### config.mk
export PLATFORM = sky130hd
export DESIGN_NAME = parking_space_counter
export DESIGN_NICKNAME = d
export VERILOG_FILES = /design/src/rtl/parking_pkg.sv /design/src/rtl/sensor_debounce.sv /design/src/rtl/parking_space_counter.sv
export SDC_FILE = /design/constraint.sdc
export NUM_CORES = 1
export LEC_CHECK = 0
export CORE_ASPECT_RATIO = 0.6
export CORE_MARGIN = 3
export CORE_UTILIZATION = 60
export DETAILED_ROUTE_END_ITERATION = 6
export GPL_TIMING_DRIVEN = 0
export MAX_ROUTING_LAYER = met4
export PLACE_DENSITY = 0.83
export RECOVER_POWER = 50
export SLEW_MARGIN = 20
export SYNTH_ARGS = -nofsm -noshare
export SYNTH_HDL_FRONTEND = slang
export SYNTH_SLANG_ARGS = --single-unit
### constraint.sdc
create_clock -name clk -period 4.95 [get_ports clk]
set_input_delay 0.7425 -clock clk [delete_from_list [all_inputs] [get_ports clk]]
set_output_delay 0.7425 -clock clk [all_outputs]
set_load 0.01 [all_outputs]
### src/rtl/parking_pkg.sv
// Shared types and constants for the parking occupancy tracker.
package parking_pkg;

   localparam int BCD_W = 4;
   localparam logic [BCD_W-1:0] BCD_MAX = 4'd9;

   typedef logic [BCD_W-1:0] occ_t;

   // Free spaces as a single BCD digit, clamped so it can never exceed 9
   // or go negative even if occupancy were somehow out of range.
   function automatic occ_t free_bcd(input occ_t cap, input occ_t occ);
      occ_t f;
      f = (occ >= cap) ? '0 : occ_t'(cap - occ);
      if (f > BCD_MAX) f = BCD_MAX;
      return f;
   endfunction

endpackage

### src/rtl/sensor_debounce.sv
// One sensor lane: 2-flop synchronizer, counter debounce, registered rise pulse.
module sensor_debounce #(
   parameter int DEBOUNCE_CYCLES = 16
) (
   input  logic clk,
   input  logic rst_n,
   input  logic i_raw,
   output logic o_rise
);

   localparam int CNT_W = $clog2(DEBOUNCE_CYCLES + 1);
   localparam logic [CNT_W-1:0] CNT_LAST = CNT_W'(DEBOUNCE_CYCLES - 1);

   logic             r_sync1;
   logic             r_sync2;
   logic             r_stable;
   logic             r_stable_d;
   logic             r_rise;
   logic [CNT_W-1:0] r_cnt;

   // Bring the asynchronous sensor into the clock domain.
   always_ff @(posedge clk) begin
      if (!rst_n) begin
         r_sync1 <= 1'b0;
         r_sync2 <= 1'b0;
      end else begin
         r_sync1 <= i_raw;
         r_sync2 <= r_sync1;
      end
   end

   // Accept a level change only after DEBOUNCE_CYCLES consecutive differing samples.
   always_ff @(posedge clk) begin
      if (!rst_n) begin
         r_stable <= 1'b0;
         r_cnt    <= '0;
      end else if (r_sync2 == r_stable) begin
         r_cnt <= '0;
      end else if (r_cnt == CNT_LAST) begin
         r_stable <= ~r_stable;
         r_cnt    <= '0;
      end else begin
         r_cnt <= r_cnt + 1'b1;
      end
   end

   // Register a one-cycle pulse on each 0->1 transition of the debounced level.
   always_ff @(posedge clk) begin
      if (!rst_n) begin
         r_stable_d <= 1'b0;
         r_rise     <= 1'b0;
      end else begin
         r_stable_d <= r_stable;
         r_rise     <= r_stable & ~r_stable_d;
      end
   end

   assign o_rise = r_rise;

endmodule

### src/rtl/parking_space_counter.sv
// Occupancy counter with entry/exit arbitration and registered BCD/flag outputs.
module parking_space_counter
   import parking_pkg::*;
#(
   parameter int CAPACITY        = 9,
   parameter int DEBOUNCE_CYCLES = 16
) (
   input  logic clk,
   input  logic rst_n,
   input  logic entry_sensor,
   input  logic exit_sensor,
   output logic A,
   output logic B,
   output logic C,
   output logic D,
   output logic full,
   output logic empty,
   output logic entry_grant,
   output logic entry_reject
);

   localparam occ_t CAP = occ_t'(CAPACITY);

   generate
      if (CAPACITY < 1 || CAPACITY > 9) begin : g_bad_capacity
         $error("parking_space_counter: CAPACITY must be in 1..9");
      end
      if (DEBOUNCE_CYCLES < 1) begin : g_bad_debounce
         $error("parking_space_counter: DEBOUNCE_CYCLES must be >= 1");
      end
   endgenerate

   logic w_en;
   logic w_ex;
   occ_t w_occ_next;
   logic w_grant;
   logic w_reject;

   occ_t r_occ;
   occ_t r_bcd;
   logic r_full;
   logic r_empty;
   logic r_grant;
   logic r_reject;

   sensor_debounce #(.DEBOUNCE_CYCLES(DEBOUNCE_CYCLES)) u_entry (
      .clk    (clk),
      .rst_n  (rst_n),
      .i_raw  (entry_sensor),
      .o_rise (w_en)
   );

   sensor_debounce #(.DEBOUNCE_CYCLES(DEBOUNCE_CYCLES)) u_exit (
      .clk    (clk),
      .rst_n  (rst_n),
      .i_raw  (exit_sensor),
      .o_rise (w_ex)
   );

   // Resolve entry/exit events; a simultaneous exit frees the space for the entering car.
   always_comb begin
      w_occ_next = r_occ;
      w_grant    = 1'b0;
      w_reject   = 1'b0;
      case ({w_en, w_ex})
         2'b10: begin
            if (r_occ < CAP) begin
               w_occ_next = r_occ + 4'd1;
               w_grant    = 1'b1;
            end else begin
               w_reject = 1'b1;
            end
         end
         2'b01: begin
            if (r_occ != '0) w_occ_next = r_occ - 4'd1;
         end
         2'b11: begin
            w_grant = 1'b1;
            // An exit with nobody inside is spurious; the entry still counts.
            if (r_occ == '0) w_occ_next = 4'd1;
         end
         default: ;
      endcase
   end

   // Update occupancy and derive all outputs from the new value on the same edge.
   always_ff @(posedge clk) begin
      if (!rst_n) begin
         r_occ    <= '0;
         r_bcd    <= free_bcd(CAP, '0);
         r_full   <= 1'b0;
         r_empty  <= 1'b1;
         r_grant  <= 1'b0;
         r_reject <= 1'b0;
      end else begin
         r_occ    <= w_occ_next;
         r_bcd    <= free_bcd(CAP, w_occ_next);
         r_full   <= (w_occ_next == CAP);
         r_empty  <= (w_occ_next == '0);
         r_grant  <= w_grant;
         r_reject <= w_reject;
      end
   end

   assign A            = r_bcd[3];
   assign B            = r_bcd[2];
   assign C            = r_bcd[1];
   assign D            = r_bcd[0];
   assign full         = r_full;
   assign empty        = r_empty;
   assign entry_grant  = r_grant;
   assign entry_reject = r_reject;

endmodule
Word level (Yosys, flattened, before mapping)
Cells that the tools add are included.
- add/subtract/negate cells: 5
- multiply operators: 0
- divide/modulo/power cells: 0
- magnitude comparators: 3
- equality and inequality tests: 8
- shift operators: 0
- multiplexer cells: 8
- bitwise gates (word level): 9
- reduce and logical (&&, ||, !) cells: 9
- operator list (operator ; number):
    2-to-1 mux 4 bit ; 4
    one-hot mux 4 bit (3 select lines) ; 1
    adder 5 x 1 -> 5 bit (second input constant) ; 2
    equality test 5 x 4 -> 1 bit (second input constant) ; 2
    logical NOT 4 bit ; 2
    NOT 1 bit ; 7
    AND reduction 2 bit ; 3
    OR reduction 3 bit ; 2
    adder 4 x 1 -> 4 bit (second input constant) ; 1
    equality test 2 bit (second input constant) ; 2
    equality test 4 bit (second input constant) ; 1
    >= comparator 4 bit (second input constant) ; 1
    > comparator 4 bit (second input constant) ; 1
    < comparator 4 bit (second input constant) ; 1
    nonzero test 4 bit ; 1
    subtractor 4 x 1 -> 4 bit (second input constant) ; 1
    subtractor 4 bit (first input constant) ; 1
    bitwise AND 1 bit ; 2
    equality test 1 bit ; 2
    equality test 2 x 1 -> 1 bit (second input constant) ; 1
    2-to-1 mux 1 bit ; 2
    one-hot mux 1 bit (2 select lines) ; 1
    OR reduction 2 bit ; 1
- bits in registers: 32
- bits in latches: 0
- memory bits (writable): 0
- bits in read-only memories: 0
- bits of input ports: 4
- output and inout bits: 8
- word-level logic and storage cells: 60
- memories: 0

Logic depth before layout (Yosys ltp)
- depth in word-level cells: 7
- gate-level depth with buffers: 10
- mapped depth without buffers: 10

Hierarchy
A second synthesis with hierarchy kept.
- cells, all modules: 141
- area total of the unflattened synthesis: 1388.8 um^2
- by module, submodules not included (module ; times used ; cells an instance ; area each (um^2) ; sequential area each (um^2)):
    parking_space_counter ; 1 ; 79 ; 703.2 ; 240.2
    sensor_debounce ; 2 ; 31 ; 342.8 ; 200.2

Least setup slack after synthesis
No wires, ideal clock.
- kind: register to register
- start: register r_occ[1]
- end: register r_bcd[0]
- library setup time: 0.141 ns
- arrival: 2.030 ns
- required time: 4.809 ns
- path slack: 2.779 ns
- stages on the path, launching flop included: 10
- path buffers: 0
- clock period less this slack: 2.171 ns
- cell sequence: dfxtp_1 inv_1 ha_1 o21ai_0 and3_2 a221oi_4 ha_1 xor2_1 a21boi_1 o221ai_1
- longest elaborated chain between the ends: 7
- elaborated cells on any way between the ends: 14
- classes of those cells: add/sub: 3; order compare: 3; mux: 5; reduce/logical: 3
- ends and longest elaborated chain (item ; RTL line ; RTL):
    start: declaration ; parking_space_counter.sv:39 ; occ_t r_occ;
    start signal: assignment ; parking_space_counter.sv:96 ; r_occ <= w_occ_next;
    subtractor 4 x 1 -> 4 bit (tied with other cells) ; parking_space_counter.sv:75 ; if (r_occ != '0) w_occ_next = r_occ - 4'd1;
    2-to-1 mux 4 bit, on equally long branches ; parking_space_counter.sv:75, parking_space_counter.sv:67, parking_space_counter.sv:80 ;
    one-hot mux 4 bit (3 select lines) * ; parking_space_counter.sv:65 ; case ({w_en, w_ex})
    subtractor 4 bit or >= comparator 4 bit (tied branches) ; parking_pkg.sv:13 ; f = (occ >= cap) ? '0 : occ_t'(cap - occ);
    2-to-1 mux 4 bit * ; parking_pkg.sv:13 ;
    > comparator 4 bit ; parking_pkg.sv:14 ; if (f > BCD_MAX) f = BCD_MAX;
    OR reduction 2 bit (no line) ; - ;
    end signal: assignment ; parking_space_counter.sv:90 ; r_bcd <= free_bcd(CAP, '0);
    end signal: assignment ; parking_space_counter.sv:97 ; r_bcd <= free_bcd(CAP, w_occ_next);
    end: declaration ; parking_space_counter.sv:40 ; occ_t r_bcd;
Every way passes the cells marked *; elsewhere a longest branch is shown, timed or not.
A chain may end at the register's enable or synchronous reset.

Worst setup path in the final report
Ends and elaborated chain as after synthesis.

==> results.cfg <==
[run_status]
status = completed

[power_and_ir_drop]
power.total_mw = 0.540
switching_share_pct = 18.4
internal-power_mw = 0.441
vdd_drop_max_uv = 298
p_seq_share_pct = 48.2
power_density_mw_per_mm2 = 327
p_clk_share_pct = 50.3
pwr-share-comb_pct = 1.5
netSwitchingPower_mw = 0.0995
p_leak_nw = 0.683

[final_layout]
drive_above_1_share_pct = 13.8
final_cells = 180
nets = 164
syn_to_final_growth_pct = 19.4
n_antenna_cell = 0
fin_area_sq_mm = 0.00165

[sta]
drv_slew = 0
worst_pin_slew_ns = 0.477
hold_viol_final = 0
fin_setup_tns_ns = 0
rsz0062_at_grt = no
setup_viol = 0
fin_ws_ns = 2.37
max-slew-margin-rel_pct = 67.3
fmax_ghz = 0.388
period_share_pct = 52.1
skew_ns = 0.00596
period_needed_ns = 2.58

[critical_path]
critical_path.top_delay_family = adder cells
crit_start = r_occ[1]
cp_slowest_cell = dfxtp_1
crit_fanout = 7
arrival_ns = 2.72
cp_common_cell = ha_1
cp_cell_sequence = inv_1 -> ha_1 -> nand2b_4 -> nand2_2 -> a32o_1 -> mux2i_1 -> ha_1 -> xor2_1 -> a21boi_1 -> o221ai_1
r2r_start = r_occ[1]
crit_buf_inv = 1
crit_required_ns = 5.09
startpoint_type = flop
max_stage_delay_ns = 0.48
cp-end-kind = flop
crit_type = reg2reg

[clock_tree]
cts-root-buf = clkbuf_8
ctsResizeCount = 0
cts_tree = done
htreeDepth = 2
cts.clk_slew.worst_paths_ns = 0.07
cts_hold_repair.buffers = 0
clock_latency_ns = 0.28
cts_sinks = 32
cts_setup_buffers = 0
cts_buffer_depth = 2
cts_buffers = 5

[logic_synthesis]
syn_nets = 146
synth_area_leaders = dfxtp_1 (46%), ha_1 (8.1%), nor2_1 (4.9%)
yosysSeqAreaShare_pct = 46.3
yosysMostFrequentCell = dfxtp_1
synth_edf_count = 0
synth_cell_types = 44
synthTopCellsByCount = dfxtp_1 (32), nor2_1 (18), ha_1 (9)
syn-cell-area_sq_mm = 0.00138
synthArstFlopShare_pct = 0
ys_warn_count = 0
yosys.area.top_type_share_pct = 46.3
yosysTopAreaCell = dfxtp_1
ys_ff_latch = 32
syn_avg_cell_area_sq_um = 10.4
synthFlopType = dfxtp_1
syn_inst = 133

[drt]
drt-total-wl_microns = 2460
drtAntennaViolNets = 0
drtPass1Iterations = 4
via_per_inst = 5.34
wire_per_inst_microns = 13.6
remaining_drc_errors = 0
drt_iter0_drc = 66
vias = 962

[grt]
grt_max_degree = 11
grt_use_total_pct = 19.6
grt_pass1_vias = 906
antenna_found_initial = 0
grt_pass1_wl_microns = 4040
grt-ovfl-total = 0

[place]
preCtsSetupSlack_ns = 2.50
place_congestion = 0.888
place_area_sq_mm = 0.00153
io_buffer_count = 11
dp_hpwl_microns = 1710
place_inst = 172

[floorplanning]
fp.dieW_microns = 68.0
dieArea_sq_mm = 0.00294
pin_count = 12
initial_utilization_pct = 68.7
num_rows = 12
coreArea_sq_mm = 0.00201
die-height_microns = 43.2

[worst_hold_path]
hp-class = reg2reg
min_from = u_exit.r_stable_d

[run]
max-cap-violations = 0
==> power groups by stage <==
stage                     combinational, mW  clock [mW]  sequential (mW)
after CTS                           0.00837       0.274            0.260
after global routing                0.00895       0.286            0.261
after global placement              0.00785           0            0.266
after floorplan                     0.00409           0            0.266
final                               0.00819       0.272            0.261
after detailed placement            0.00823           0            0.266
==> path summary, 6_finish.rpt <==
kind,slack [ns],end,cells past startpoint
worst min-delay path,0.38,u_exit.o_rise,1
worst min register to register,0.38,u_exit.o_rise,1
worst max-delay path,2.37,r_bcd[0],10
worst max register to register,2.37,r_bcd[0],10
==> layout by cell type, fill, tap and decap left out, drive strengths merged, types with 2 or more instances in the layout <==
cell type and instances:
a21boi 2, and2 8, and3 4, clkbuf 8
clkdlybuf4s50 4, dfxtp 32, dlygate4sd3 7, ha 9
inv 8, mux2i 4, nand2 8, nand3 3
nor2 18, nor2b 2, o21ai 2, or3 2
xnor2 5, xor2 3
==> worst register-to-register path: stages (launching register included) <==
cell and delay (ns):
dfxtp_1 0.48, inv_1 0.11, ha_1 0.24, nand2b_4 0.10, nand2_2 0.08, a32o_1 0.27, mux2i_1 0.38, ha_1 0.37
xor2_1 0.11, a21boi_1 0.16, o221ai_1 0.13
==> layer usage <==
metal | GRT usage (%) | up-vias | part of all wire, %
li1 | - | 493 | -
met1 | 25.6 | 443 | 52
met2 | 26.6 | 19 | 41
met3 | 7.94 | 7 | 5.2
met4 | 7.91 | 0 | 1.5
met5 | - | - | 0
==> sequential cells by signal (all words and copies together), names as in the netlist, 4 cells and up <==
signal	flops
u_exit.r_cnt	5
r_occ	4
u_entry.r_cnt	5
r_bcd	4
==> kinds of logic after synthesis <==
| family | count (synthesis) | share of synthesized area [%] |
|---|---|---|
| buffers and inverters | 10 | 2.99 |
| adder cells (fa/ha/maj) | 9 | 8.14 |
| multiplexers | 4 | 3.17 |
| flip-flops | 32 | 46.3 |
| AO/OA/AOI/OAI | 17 | 13.1 |
| AND/OR/NAND/NOR | 53 | 21.2 |
| XOR/XNOR | 8 | 5.07 |
==> final cells by class <==
class	count	area (sq um)
plain buffers	2	11.3
clock buffers	7	96.3
clock inverters	1	30.0
fillers	113	362
inverters	8	30.0
multi-input cells	91	697
flip-flops and latches	32	641
well taps	28	35.0
repair buffers	11	110
==> metrics by stage <==
step	hold slack, ns	utilization [%]
floorplan	0.367	-
global route	0.385	82.0
detailed placement	0.372	75.9
finish	0.379	82.0
global placement	0.372	75.9
CTS	0.378	82.2
Note: power is estimated with default switching activity, not from simulation.
